File: src/rtl/merger_tree_n.sv
// LEAVES-way merge tree: binary merge nodes in heap order with 2-entry couplers
// between levels; merges ascending runs terminated by an all-zero record.
module merger_tree_n #(
   parameter int LEAVES     = 8,
   parameter int DATA_WIDTH = 32,
   parameter int LEVELS     = $clog2(LEAVES)
) (
   input  logic                         i_clk,
   input  logic                         i_rst,
   input  logic [LEAVES*DATA_WIDTH-1:0] i_fifo,
   input  logic [LEAVES-1:0]            i_fifo_empty,
   input  logic                         i_fifo_out_ready,
   output logic [LEAVES-1:0]            o_fifo_read,
   output logic                         o_out_fifo_write,
   output logic [DATA_WIDTH-1:0]        o_data
);

   // Heap numbering: node n (1 = root) reads sources 2n and 2n+1. Sources
   // 2..LEAVES-1 are couplers (coupler c is written by node c); sources
   // LEAVES..2*LEAVES-1 are the leaf FIFO heads.
   localparam int SRCS = 2 << LEVELS;

   logic [DATA_WIDTH-1:0] src_data  [SRCS];
   logic [SRCS-1:2]       src_valid;
   logic [SRCS-1:2]       src_pop;
   logic [LEAVES-1:1]     push;
   logic [DATA_WIDTH-1:0] push_data [LEAVES];

   logic [DATA_WIDTH-1:0] cq_d0  [LEAVES];
   logic [DATA_WIDTH-1:0] cq_d1  [LEAVES];
   logic [1:0]            cq_cnt [LEAVES];

   // Handshake: a source is popped only when its valid is high and the node
   // fires; a node fires only when both sources are valid and downstream is
   // ready (coupler not full, or being dequeued in the same cycle).
   function automatic void node_step(
      input  logic [DATA_WIDTH-1:0] a,
      input  logic [DATA_WIDTH-1:0] b,
      input  logic                  va,
      input  logic                  vb,
      input  logic                  ready,
      output logic                  pop_a,
      output logic                  pop_b,
      output logic                  emit,
      output logic [DATA_WIDTH-1:0] rec
   );
      pop_a = 1'b0;
      pop_b = 1'b0;
      emit  = 1'b0;
      rec   = '0;
      if (va && vb && ready) begin
         emit = 1'b1;
         if (a == '0 && b == '0) begin
            pop_a = 1'b1;
            pop_b = 1'b1;
         end else if (a == '0 || (b != '0 && b < a)) begin
            pop_b = 1'b1;
            rec   = b;
         end else begin
            pop_a = 1'b1;
            rec   = a;
         end
      end
   endfunction

   always_comb begin
      logic pa, pb, em;
      logic [DATA_WIDTH-1:0] rc;
      pa        = 1'b0;
      pb        = 1'b0;
      em        = 1'b0;
      rc        = '0;
      src_valid = '0;
      src_pop   = '0;
      push      = '0;
      for (int i = 0; i < SRCS; i++) src_data[i] = '0;
      for (int i = 0; i < LEAVES; i++) push_data[i] = '0;
      for (int k = 0; k < LEAVES; k++) begin
         src_data[LEAVES+k]  = i_fifo[k*DATA_WIDTH +: DATA_WIDTH];
         src_valid[LEAVES+k] = ~i_fifo_empty[k];
      end
      for (int c = 2; c < LEAVES; c++) begin
         src_data[c]  = cq_d0[c];
         src_valid[c] = (cq_cnt[c] != 2'd0);
      end
      node_step(src_data[2], src_data[3], src_valid[2], src_valid[3],
                i_fifo_out_ready && !i_rst, pa, pb, em, rc);
      src_pop[2]   = pa;
      src_pop[3]   = pb;
      push[1]      = em;
      push_data[1] = rc;
      // Parents precede children in this loop, so src_pop[n] is already final.
      for (int n = 2; n < LEAVES; n++) begin
         node_step(src_data[2*n], src_data[2*n+1], src_valid[2*n], src_valid[2*n+1],
                   ((cq_cnt[n] != 2'd2) || src_pop[n]) && !i_rst, pa, pb, em, rc);
         src_pop[2*n]   = pa;
         src_pop[2*n+1] = pb;
         push[n]        = em;
         push_data[n]   = rc;
      end
   end

   assign o_fifo_read = src_pop[SRCS-1:LEAVES];

   always_ff @(posedge i_clk) begin
      if (i_rst) begin
         o_out_fifo_write <= 1'b0;
         o_data           <= '0;
         for (int c = 2; c < LEAVES; c++) cq_cnt[c] <= 2'd0;
      end else begin
         o_out_fifo_write <= push[1];
         if (push[1]) o_data <= push_data[1];
         for (int c = 2; c < LEAVES; c++) begin
            case ({push[c], src_pop[c]})
               2'b10: begin
                  if (cq_cnt[c] == 2'd0) cq_d0[c] <= push_data[c];
                  else                   cq_d1[c] <= push_data[c];
                  cq_cnt[c] <= cq_cnt[c] + 2'd1;
               end
               2'b01: begin
                  cq_d0[c]  <= cq_d1[c];
                  cq_cnt[c] <= cq_cnt[c] - 2'd1;
               end
               2'b11: begin
                  if (cq_cnt[c] == 2'd2) begin
                     cq_d0[c] <= cq_d1[c];
                     cq_d1[c] <= push_data[c];
                  end else begin
                     cq_d0[c] <= push_data[c];
                  end
               end
               default: ;
            endcase
         end
      end
   end

endmodule
File: config.mk
export PLATFORM = sky130hd
export DESIGN_NAME = merger_tree_n
export DESIGN_NICKNAME = d
export VERILOG_FILES = /design/src/rtl/merger_tree_n.sv
export SDC_FILE = /design/constraint.sdc
export NUM_CORES = 1
export LEC_CHECK = 0
export BUFFER_PORTS_ARGS = -buffer_cell sky130_fd_sc_hd__clkbuf_2
export CAP_MARGIN = 0
export CORE_MARGIN = 2
export CORE_UTILIZATION = 50
export CTS_CLUSTER_DIAMETER = 30
export DETAILED_ROUTE_END_ITERATION = 12
export PLACE_DENSITY_LB_ADDON = 0.1
export SYNTH_ARGS = -nofsm -noshare
export SYNTH_HDL_FRONTEND = slang
export SYNTH_SLANG_ARGS = --single-unit
File: constraint.sdc
create_clock -name i_clk -period 10.5 [get_ports i_clk]
set_input_delay 0 -clock i_clk [delete_from_list [all_inputs] [get_ports i_clk]]
set_output_delay 0 -clock i_clk [all_outputs]
set_load 0.02 [all_outputs]
# == Word-level counts from Yosys, hierarchy flattened ==
# Memories as Yosys holds them, arrays and structs flattened.
# Cells that the tools add are included.
# classes
add_sub_neg,12
order_cmp,7
eq_ne,30
mux,240
bitwise,44
n_reduce_logical,82
# op_table
cell,count
$mux 32,45
$logic_not 32->1,14
$lt 32x32->1,7
$reduce_bool 32->1,7
$mux 1,183
$eq 2x2->1 const B,18
$or 1x1->1,36
$logic_and 1x1->1,35
$mux 2,12
$logic_or 1x1->1,13
$add 2x1->2 const B,6
$eq 2x1->1 const B,6
$logic_not 2->1,6
$ne 2x2->1 const B,6
$reduce_bool 2->1,6
$sub 2x1->2 const B,6
$not 1->1,8
$logic_not 1->1,1
# totals
ff_bits,33
ram_bits,528
input_bits,267
out_inout_bits,41
elab_cells,420
mem_count,3
# mem_list
memory,depth,word_bits,read_ports,rd_clocked_by_memory_dff,write_ports,line_no,rtl
cq_d0,8,32,6,0,6,29,logic [DATA_WIDTH-1:0] cq_d0 [LEAVES];
cq_d1,8,32,6,0,6,30,logic [DATA_WIDTH-1:0] cq_d1 [LEAVES];
cq_cnt,8,2,6,0,6,31,logic [1:0] cq_cnt [LEAVES];

# == Logic depth before layout (Yosys ltp) ==
# An unclocked memory read counts as a cell.
# logic_depth
depth_word,22
depth_mapped,13
depth_no_buf,10

# == Worst setup path after synthesis ==
# OpenSTA, ideal clock, no wires.
# synth_path
path_kind,register -> register
start,memory cq_d0[5][11] (netlist: cq_d0[0][171])
end,memory cq_d1[5][0] (netlist: cq_d1[0][160]) (enable)
setup_ns,0.470
arrival_time_ns,4.568
t_required_ns,10.030
slack_ns,5.463
stages_incl_launch_ff,11
n_path_buf,1
period_less_slack_ns,5.037
path_cell_list,edfxtp_1 ha_1 a21oi_1 o21ai_0 a2111oi_0 nor2_1 o21ai_0 a21oi_1 clkbuf_1 nand2b_1 o31ai_1
# synth_rtl
item,line_no
start: declaration,29
end: declaration,30

==> flow_summary_export.csv <==
group,metric,value,unit
outcome,outcome,"finished clean",
synth,synth_area_per_cell,10.80,sq um
setup_path,endpoint_kind,"flop",
synth,synth_cell_types,69,
timing,worst_slack,6.180,ns
synth,synthAdderAreaFrac,0.1123,
setup_path,path_common_cell,"buf_4",
timing,rsz0062_at_grt,"no",
drt,met1_length,33520,microns
synth,post-synth-top-count-cell,"edfxtp_1",
cells_and_area,areaGrowthSynthToFinish,30.80,%
global_routing,grt.total_usage,0.2721,
synth,ys_warn_count,0,
setup_path,cp.arrival,4.54,ns
floorplanning,pin_count,308,
place,finalWeightedCongestion,0.9054,
drt,routed_wl,72080,microns
timing,slew-limit-headroom,0.08376,
place,dp.final_hpwl,53260,microns
place,port_buffers,307,
synth,ys_seq_elements,429,
floorplanning,std_cell_rows,82,
timing,period_needed,4.320,ns
global_routing,grt_pass1_vias,21277,
synth,synth_common_cells,"396 x edfxtp_1, 285 x nor2_1, 246 x inv_1",
clock_network,clkTransAtPathRegs,0.05,ns
setup_path,r2r_cells,11,
setup_path,slowest_stage,"nor4bb_1",
clock_network,cts_buffers,89,
setup_path,r2r_start,"cq_d0[0][126]$_DFFE_PP_",
floorplanning,initial_core_util,0.5074,
global_routing,antenna_found_initial,10,
synth,syn_nets,2858,
synth,synth_sequential_area_ratio,0.4920,
setup_path,worstPathMaxFanout,35,
clock_network,clockRootBuffer,"clkbuf_16",
drt,dr_wl_met3,5452,microns
synth,synth_top_family_by_area,"compound AO/OA/AOI/OAI gates",
job,cap_violations,0,
synth,syn_inst,2362,
cells_and_area,drive_gt1_frac,0.1661,
drt,vias,21113,
synth,ys_async_sr_fraction,0,
global_routing,grt_max_degree,64,
worst_hold_path,holdPathStages,2,
clock_network,cts_resized,0,
synth,syn_area,25510,sq um
clock_network,cts.htree.levels,3,
timing,max_freq,231.5,MHz
drt,via_per_inst,5.703,
drt,drc_errors,0,
floorplanning,core_area,50270,sq um
setup_path,r2r_slack,6.18,ns
global_routing,grt_overflow,0,
setup_path,crit_chain,"ha_1 > nand4_1 > nor4bb_1 > and3_1 > a32o_1 > o21ba_2 > buf_4 > nor2_1 > or3_1 > a21oi_2 > buf_4",
synth,synth.mux.area_fraction,0.07808,
drt,routed.top_layer,"met5",
setup_path,r2r-end,"cq_d1[0][101]$_DFFE_PP_",
setup_path,worstSetupPathType,"flop to flop",
drt,wl_per_cell,19.47,microns
setup_path,max_stage_delay,0.59,ns
synth,synth_edf_count,396,
worst_hold_path,hold_path_class,"input port to flop",
clock_network,cts_tree,"yes",
power,p_leak,13.88,nW
worst_hold_path,hold_start,"i_rst",
timing,tns,0,ns
synth,yosysTopAreaCellShare,0.4661,
timing,skew,0.02849,ns
place,post-place-ws,6.222,ns
drt,first_iter_violations,1642,
floorplanning,die-area,52840,sq um
global_routing,grt_first_pass_wirelength,114500,microns
synth,yosys-top-cells-area,"edfxtp_1 47%, ha_1 11%, mux2i_1 7.8%",
drt,drtAntennaViolNets,0,
worst_hold_path,holdPathEnd,"cq_cnt[0][13]$_DFFE_PP_",
cells_and_area,nNetsFinal,3456,
setup_path,crit_path_start_kind,"flop",
drt,wl_met2,31410,microns
timing,setup_viol,0,
floorplanning,dieWidth,229.9,microns
timing,worst_slew_pin_slew,1.374,ns
drt,dr.pass1.iters,5,
synth,ys.flop_type,"edfxtp_1",
timing,finalHoldViolations,0,
synth,synth_xor_area_frac,0,
power,irDropWorstVdd,0.1148,mV
synth,synth_compound_area_frac,0.1348,
synth,yosys.area_share.simple,0.1280,
setup_path,required,10.72,ns
timing,slew_viol_final,0,
floorplanning,die_h,229.9,microns
synth,synth_area_leader_cell,"edfxtp_1",
timing,period_share,0.4114,
clock_network,cts_max_path_buffers,3,
power,powerDensity,168.7,nW/um^2
cells_and_area,fillerInstances,3934,
clock_network,clk_latency,0.59,ns
clock_network,cts.sink_count,429,
## where the power goes
group	total (mW)	internal [mW]	switching, mW
Clock	2.73	1.85	0.880
Combinational	0.866	0.379	0.487
Sequential	2.04	1.98	0.0623
Total	5.63	4.20	1.43
## repair_timing
item,4_1_cts,5_1_grt
endpoints found under the setup margin,0,0
buffers inserted,0,0
hold endpoints to repair,252,0
hold buffers,271,0
## final cells by class
| class | count | area (sq um) | area share |
|---|---|---|---|
| antenna | 2 | 5.005 | 0.0001500 |
| clock buffer | 101 | 2367 | 0.07094 |
| clock inverter | 58 | 581.8 | 0.01744 |
| inverter | 246 | 923.4 | 0.02767 |
| multi-input combinational | 1588 | 11640 | 0.3488 |
| sequential | 429 | 12550 | 0.3762 |
| tap | 672 | 840.8 | 0.02520 |
| timing repair buffer | 606 | 4459 | 0.1336 |
## cell usage in the layout, fill, tap and decap left out, types with 11 or more instances in the layout
cell / synthesis / final
mux2i_1: 199 / 199
ha_1: 229 / 229
nor2b_1: 12 / 11
dlygate4sd3_1: 0 / 271
a21o_1: 41 / 41
a21oi_1: 98 / 94
inv_1: 246 / 246
nand4_1: 57 / 57
nor4_1: 121 / 121
clkinv_2: 0 / 11
o2bb2ai_1: 160 / 160
clkinv_1: 0 / 17
nor2_1: 285 / 281
nor3_1: 13 / 13
o21ai_0: 98 / 98
edfxtp_1: 396 / 396
clkbuf_2: 0 / 307
or3_1: 12 / 11
nand2_1: 115 / 115
buf_4: 0 / 28
dfxtp_1: 33 / 33
nand3_1: 20 / 20
clkbuf_16: 0 / 93
a211oi_1: 14 / 14
## critical path, delay by kind of cell (launching register included)
| kind | cells | cell delay [ns] |
|---|---|---|
| adders and majority gates | 1 | 0.34 |
| AOI/OAI and AO/OA | 3 | 0.72 |
| DFF | 1 | 0.44 |
| buffers and inverters | 2 | 0.87 |
| and+or+nand+nor | 5 | 1.56 |
## worst max path at each step
| stage | startpoint | to | slack, ns | depth (start not counted) |
|---|---|---|---|---|
| 2_1_floorplan | cq_d0[0][171]$_DFFE_PP_ | cq_d1[0][160]$_DFFE_PP_ | 5.46 | 10 |
| 3_3_place_gp | cq_d0[0][117]$_DFFE_PP_ | cq_d0[0][116]$_DFFE_PP_ | 6.34 | 10 |
| 3_5_place_dp | cq_d0[0][117]$_DFFE_PP_ | cq_d0[0][115]$_DFFE_PP_ | 6.22 | 10 |
| 4_1_cts | cq_d0[0][85]$_DFFE_PP_ | cq_d0[0][123]$_DFFE_PP_ | 6.19 | 11 |
| 5_1_grt | cq_d0[0][117]$_DFFE_PP_ | cq_d0[0][110]$_DFFE_PP_ | 5.90 | 10 |
| 6_report | cq_d0[0][126]$_DFFE_PP_ | cq_d1[0][101]$_DFFE_PP_ | 6.18 | 11 |
## state kept, by name, summed over array words and instances (netlist names)
name and flops:
cq_cnt 12, cq_d0 192, cq_d1 192, o_data 32
o_out_fifo_write 1
## layer usage
layer,vias up,global-route usage
li1,10127,-
met1,10107,0.3957
met2,729,0.4100
met3,148,0.05531
met4,2,0.08105
met5,-,0
## stage by stage
step	utilization	total power [mW]	std cells	area [sq um]	hold WS [ns]
floorplan	-	2.523	2362	25510	0.2375
global placement	0.5510	2.780	3270	27700	0.3820
detailed placement	0.5510	2.801	3270	27700	0.3927
CTS	0.6636	5.652	3700	33360	0.005503
global route	0.6637	5.851	3701	33370	0.03665
finish	0.6637	5.630	3702	33370	0.02905
## cells by family (layout without fill, tap and decap cells)
| logic type | after synthesis | after routing |
|---|---|---|
| other cells | 0 | 2 |
| simple gates | 675 | 675 |
| mux | 199 | 199 |
| flops | 429 | 429 |
| buf+inv | 345 | 1011 |
| compound gates | 485 | 485 |
| fa+ha+maj | 229 | 229 |
Note: power is estimated with default switching activity, not from simulation.
